**src/rtl/mem_responder_if.sv**
```systemverilog
// Snooping-bus view of the memory responder: command/address/write-back broadcast
// from the bus, plus the ready/response signals returned by memory.
interface mem_responder_if #(
    parameter int unsigned ADDR_W = 8,
    parameter int unsigned DATA_W = 8
);

    logic [2:0]        bus_cmd_in;
    logic [ADDR_W-1:0] bus_addr_in;
    logic [DATA_W-1:0] bus_data_in;

    logic              mem_ready;
    logic              mem_valid;
    logic [ADDR_W-1:0] mem_addr_out;
    logic [DATA_W-1:0] mem_data_out;

    // Bus side: drives the broadcast, consumes responses
    modport master (
        output bus_cmd_in,
        output bus_addr_in,
        output bus_data_in,
        input  mem_ready,
        input  mem_valid,
        input  mem_addr_out,
        input  mem_data_out
    );

    // Memory side: consumes the broadcast, returns line data
    modport slave (
        input  bus_cmd_in,
        input  bus_addr_in,
        input  bus_data_in,
        output mem_ready,
        output mem_valid,
        output mem_addr_out,
        output mem_data_out
    );

endinterface

```
**src/rtl/mem_responder.sv**
```systemverilog
// Memory-side responder on the MESI snooping bus: fixed-latency line reads, FLUSH absorption.
// MEM_RESP_FWD_EN: same-address FLUSH during a pending read forwards data instead of restarting.
module mem_responder #(
    parameter int unsigned ADDR_W     = 8,
    parameter int unsigned DATA_W     = 8,
    parameter int unsigned RD_LATENCY = 2
) (
    input  logic            clk,
    input  logic            rst,
    mem_responder_if.slave  bus
);

    localparam int unsigned DEPTH = 1 << ADDR_W;
    localparam int unsigned CNT_W = 4;

    localparam logic [2:0] CMD_RD    = 3'd1;
    localparam logic [2:0] CMD_RDX   = 3'd2;
    localparam logic [2:0] CMD_FLUSH = 3'd4;

    localparam logic [1:0] ST_IDLE = 2'd0;
    localparam logic [1:0] ST_WAIT = 2'd1;
    localparam logic [1:0] ST_RESP = 2'd2;

    localparam logic [CNT_W-1:0] LOAD_VAL = CNT_W'(RD_LATENCY - 1);

    logic [DATA_W-1:0] r_mem [DEPTH];

    logic [1:0]        r_state;
    logic [CNT_W-1:0]  r_cnt;
    logic [ADDR_W-1:0] r_addr;
    logic [DATA_W-1:0] r_data;
    logic              r_valid;
    logic              r_reread;

    logic [1:0]        w_state_nxt;
    logic [CNT_W-1:0]  w_cnt_nxt;
    logic [ADDR_W-1:0] w_addr_nxt;
    logic [DATA_W-1:0] w_data_nxt;
    logic              w_valid_nxt;
    logic              w_reread_nxt;

    logic              w_is_rd;
    logic              w_is_flush;
    logic              w_hit;
    logic [DATA_W-1:0] w_rd_bus;
    logic [DATA_W-1:0] w_rd_pend;
    logic [CNT_W-1:0]  w_cnt_dec;
    logic              w_cnt_done;

    assign w_is_rd    = (bus.bus_cmd_in == CMD_RD) || (bus.bus_cmd_in == CMD_RDX);
    assign w_is_flush = (bus.bus_cmd_in == CMD_FLUSH);
    assign w_hit      = w_is_flush && (bus.bus_addr_in == r_addr);
    assign w_rd_bus   = r_mem[bus.bus_addr_in];
    assign w_rd_pend  = r_mem[r_addr];
    // Saturating decrement; reaching zero on this edge ends the wait
    assign w_cnt_dec  = (r_cnt == '0) ? '0 : r_cnt - CNT_W'(1);
    assign w_cnt_done = (r_cnt <= CNT_W'(1));

    // Backing array: written by FLUSH in any state, never reset
    always_ff @(posedge clk) begin
        if (w_is_flush) begin
            r_mem[bus.bus_addr_in] <= bus.bus_data_in;
        end
    end

    // Next-state and registered-output logic
    always_comb begin
        w_state_nxt  = r_state;
        w_cnt_nxt    = r_cnt;
        w_addr_nxt   = r_addr;
        w_data_nxt   = r_data;
        w_valid_nxt  = 1'b0;
        w_reread_nxt = 1'b0;

        // Refetch after a restarting FLUSH, now that the write has landed
        if (r_reread) begin
            w_data_nxt = w_rd_pend;
        end

        case (r_state)
            ST_IDLE: begin
                if (w_is_rd) begin
                    w_addr_nxt = bus.bus_addr_in;
                    w_data_nxt = w_rd_bus;
                    w_cnt_nxt  = LOAD_VAL;
                    if (LOAD_VAL == '0) begin
                        w_state_nxt = ST_RESP;
                        w_valid_nxt = 1'b1;
                    end else begin
                        w_state_nxt = ST_WAIT;
                    end
                end
            end
            ST_WAIT: begin
`ifdef MEM_RESP_FWD_EN
                if (w_hit) begin
                    w_data_nxt = bus.bus_data_in;
                end
                w_cnt_nxt = w_cnt_dec;
                if (w_cnt_done) begin
                    w_state_nxt = ST_RESP;
                    w_valid_nxt = 1'b1;
                end
`else
                if (w_hit) begin
                    w_cnt_nxt    = LOAD_VAL;
                    w_reread_nxt = 1'b1;
                end else begin
                    w_cnt_nxt = w_cnt_dec;
                    if (w_cnt_done) begin
                        w_state_nxt = ST_RESP;
                        w_valid_nxt = 1'b1;
                    end
                end
`endif
            end
            ST_RESP: begin
                w_state_nxt = ST_IDLE;
            end
            default: begin
                w_state_nxt = ST_IDLE;
            end
        endcase
    end

    // State and output registers; reset discards any pending request
    always_ff @(posedge clk or negedge rst) begin
        if (!rst) begin
            r_state  <= ST_IDLE;
            r_cnt    <= '0;
            r_addr   <= '0;
            r_data   <= '0;
            r_valid  <= 1'b0;
            r_reread <= 1'b0;
        end else begin
            r_state  <= w_state_nxt;
            r_cnt    <= w_cnt_nxt;
            r_addr   <= w_addr_nxt;
            r_data   <= w_data_nxt;
            r_valid  <= w_valid_nxt;
            r_reread <= w_reread_nxt;
        end
    end

    assign bus.mem_ready    = (r_state == ST_IDLE);
    assign bus.mem_valid    = r_valid;
    assign bus.mem_addr_out = r_addr;
    assign bus.mem_data_out = r_data;

endmodule

```
**src/flat_wrapper.sv**
```systemverilog
// flat-port wrapper written by rule: the top's interface ports become plain ports
module mem_responder_flat 
#(
    parameter int unsigned ADDR_W     = 8,
    parameter int unsigned DATA_W     = 8,
    parameter int unsigned RD_LATENCY = 2
)
  (clk, rst, bus_bus_cmd_in, bus_bus_addr_in, bus_bus_data_in, bus_mem_ready, bus_mem_valid, bus_mem_addr_out, bus_mem_data_out);
  mem_responder_if #(.ADDR_W(ADDR_W), .DATA_W(DATA_W)) bus_i ();
  input  logic clk;
  input  logic rst;
  input wire logic [$bits(bus_i.bus_cmd_in)-1:0] bus_bus_cmd_in;
  input wire logic [$bits(bus_i.bus_addr_in)-1:0] bus_bus_addr_in;
  input wire logic [$bits(bus_i.bus_data_in)-1:0] bus_bus_data_in;
  output wire logic [$bits(bus_i.mem_ready)-1:0] bus_mem_ready;
  output wire logic [$bits(bus_i.mem_valid)-1:0] bus_mem_valid;
  output wire logic [$bits(bus_i.mem_addr_out)-1:0] bus_mem_addr_out;
  output wire logic [$bits(bus_i.mem_data_out)-1:0] bus_mem_data_out;
  assign bus_i.bus_cmd_in = bus_bus_cmd_in;
  assign bus_i.bus_addr_in = bus_bus_addr_in;
  assign bus_i.bus_data_in = bus_bus_data_in;
  assign bus_mem_ready = bus_i.mem_ready;
  assign bus_mem_valid = bus_i.mem_valid;
  assign bus_mem_addr_out = bus_i.mem_addr_out;
  assign bus_mem_data_out = bus_i.mem_data_out;
  mem_responder #(.ADDR_W(ADDR_W), .DATA_W(DATA_W), .RD_LATENCY(RD_LATENCY)) u_core (.clk(clk), .rst(rst), .bus(bus_i));
endmodule
```
**config.mk**
```make
export PLATFORM = sky130hd
export DESIGN_NAME = mem_responder_flat
export DESIGN_NICKNAME = d
export VERILOG_FILES = /design/src/rtl/mem_responder_if.sv /design/src/rtl/mem_responder.sv /design/src/flat_wrapper.sv
export SDC_FILE = /design/constraint.sdc
export NUM_CORES = 2
export LEC_CHECK = 0
export CAP_MARGIN = 20
export CORE_ASPECT_RATIO = 0.9
export CORE_MARGIN = 2
export CORE_UTILIZATION = 55
export CTS_CLUSTER_SIZE = 20
export DETAILED_ROUTE_END_ITERATION = 12
export HOLD_SLACK_MARGIN = 0.12
export PLACE_DENSITY = 0.71
export SYNTH_ARGS = -nofsm -noshare
export SYNTH_HDL_FRONTEND = slang
export SYNTH_SLANG_ARGS = --single-unit
```
**constraint.sdc**
```tcl
create_clock -name clk -period 3.1 [get_ports clk]
set_clock_uncertainty 0.2 [all_clocks]
set_input_delay 0.31 -clock clk [delete_from_list [all_inputs] [get_ports clk]]
set_output_delay 0.31 -clock clk [all_outputs]
set_load 0.005 [all_outputs]
```
==> run metrics <==
Tcrit/Tclk final=1.11; Die Y=403 um; critical path data arrival time=4.04 ns; via count=63600; layout cell share with drive strength beyond 1=0.449; final wirelength=360000 um; total number of H-tree levels=4; register area share after synthesis=0.637; nets=6020; Pins Over Slew Limit=0; pin count of the biggest net entering global routing=145; Worst-Skew Late Latency=0.91 ns; worst-path fanout max=26; Pleak=0.0390 uW; clock transition at the registers of the reported paths=0.06 ns; Core Area=176000 sq um; status=finished, violations left; top cells by area, synth=edfxtp_1, mux4_2, mux2i_1; Num CTS Buffers=205; Syn. warnings=0; Root Driver=clkbuf_16; syn_nets=4921; I/O pins=39; power per cell area=648 nW/um^2; Total Routing Usage GR=0.401; FILL cells=11600; Synth Register Bits=2072; CP required=3.70 ns; WS Path Type=register to register; CTS Sinks=2072; Cell variety after synth=79; Die Span X=448 um; final setup violation count=9; Antenna Violating Nets Remaining=0; most frequent cell after synthesis=edfxtp_1; asr flop ratio synth=0.0116; Final WS setup=-0.339 ns; area leader, netlist=edfxtp_1; initial antenna violation count=37; Slew HR=0.159; multi-input logic area=33600 sq um; vias in the first global route=60600; Iteration-0 DRC Markers=12800; prevailing post-synth register cell=edfxtp_1; post-DP HPWL=256000 um; Post-Syn Instances=4900; area grow syn2layout=20.9%; achievable frequency=0.291 GHz; gr ovfl total=0; failing checks=setup timing; CTS tree=done; first-pass GRT wire length=491000 um; DRC Markers=0; drt pass-1 iters=6; row cnt=146; Final min period=3.44 ns; PortBufs=38; storage element area=62100 sq um; post-synth top area share=0.631; RSZ-0062 raised after global routing=yes; most frequent cells after synthesis=edfxtp_1, mux4_2, nor2_1; min-delay worst type=input port to register; Avg Cell Area, Syn=19.9 sq um; Post-synth EDFFs=2048; Max Root-Sink Buffers=3; Mapped Area=97500 sq um; slew at the pin with the worst max-slew slack=1.26 ns; Placer Congestion=1.11; number of max-cap violations=0; DR WL/cell=42.1 um; Starting Density=0.554; DIE AREA=181000 sq um; Setup crit end kind=register; Max IR drop VDD=673 uV; Core Util, Final=0.669; crit start category=register; Final Hold Fails=0; Final TNS setup=-1.87 ns; post-DR vias/cell=7.43
## flip-flops by register name, indices dropped and copies added, names as in the netlist
register,count
u_core.bus.mem_addr_out,8
u_core.bus.mem_valid,1
u_core.bus.mem_data_out,8
u_core.r_cnt,4
u_core.r_reread,1
u_core.r_mem,2048
u_core.r_state,2
## kinds of logic after synthesis
group | count (synthesis) | share of synthesized area
AO/OA/AOI/OAI | 397 | 0.0291
XOR/XNOR | 9 | 0.000808
flip-flops | 2072 | 0.637
AND/OR/NAND/NOR | 692 | 0.0318
buffers and inverters | 412 | 0.0251
multiplexers | 1318 | 0.276
## area by class of cell
type,count,share of cell area
multi-input combinational,2416,0.285
timing repair buffer,1291,0.105
antenna,25,0.000531
clock inverter,132,0.0122
inverter,13,0.000520
sequential,2072,0.527
clock buffer,242,0.0447
tap,2368,0.0251
## layer usage
| metal | vias up | global-route usage | routed length [um] |
|---|---|---|---|
| li1 | 23500 | - | - |
| met1 | 33100 | 0.552 | 125000 |
| met2 | 5889 | 0.563 | 156000 |
| met3 | 1041 | 0.146 | 56300 |
| met4 | 32 | 0.213 | 23000 |
| met5 | - | 0 | 287 |
## critical path, stage by stage, from the launching register on
cell and delay [ns]:
dfrtp_4 0.49, buf_12 0.28, nor2b_1 0.62, buf_4 0.24, nand2_1 0.30, o22ai_1 0.44
a211oi_1 0.16, a21oi_2 0.29, nand4_1 0.15, a21oi_1 0.14
## path summary, 6_finish.rpt
check,from,endpoint,slack [ns],cells past startpoint
min in group asynchronous,rst,u_core.r_cnt[1],0.27,4
max,u_core.bus.mem_addr_out[2],u_core.bus.mem_data_out[3],-0.34,9
max in group asynchronous,rst,u_core.bus.mem_addr_out[2],2.19,4
min reg2reg,u_core.r_cnt[3],u_core.r_cnt[3],0.36,1
min,bus_bus_addr_in[6],u_core.bus.mem_addr_out[6],0.22,4
max reg2reg,u_core.bus.mem_addr_out[2],u_core.bus.mem_data_out[3],-0.34,9
## metrics by stage
step	power (uW)	setup slack [ns]	hold slack, ns	area, sq um	cells
final	76400	-0.339	0.221	118000	8559
after global routing	77600	-0.262	0.230	118000	8537
after CTS	75200	-0.187	0.139	117000	8485
after detailed placement	49300	-0.596	0.220	109000	8057
after global placement	49200	-0.680	0.208	109000	8056
after floorplan	40700	0.0522	-0.186	97500	4900
## what timing repair did
| action | 4_1_cts | 5_1_grt |
|---|---|---|
| setup buffers | 29 | 49 |
| cloned | 11 | 2 |
| pin swaps | 21 | 25 |
| setup endpoints to repair | 9 | 8 |
| hold buffers | 17 | 0 |
| hold endpoints to repair | 1691 | 0 |
| resized for setup | 98 | 76 |
## power by group
group | switching (uW) | leakage (uW) | internal [uW] | total (uW)
clock network | 11100 | 0.00325 | 14200 | 25300
logic | 11000 | 0.0170 | 8950 | 20000
registers | 247 | 0.0187 | 30900 | 31100
## placed cells by master (no fill, tap or decap), types with 9 or more instances in the layout
cell,instances
clkdlybuf4s50_1,21
diode_2,25
o22ai_1,49
nand2_1,154
mux2i_1,196
a22oi_1,61
a21oi_1,56
buf_4,1031
nor2b_1,23
nor2_1,309
edfxtp_1,2048
buf_6,19
dlygate4sd3_1,16
mux4_1,10
o21ai_0,31
xnor2_1,9
nand4_1,26
dfrtp_1,18
mux2_2,22
mux4_2,1083
clkbuf_16,207
clkinv_2,32
clkinv_1,51
a211oi_1,10
nand2_2,11
a22o_1,11
a22oi_2,14
bufinv_16,24
buf_16,23
o221ai_1,37
a31oi_1,10
o211ai_1,9
nand3_1,48
nor3_1,29
buf_12,159
clkbuf_1,37
Note: power is estimated with default switching activity, not from simulation.
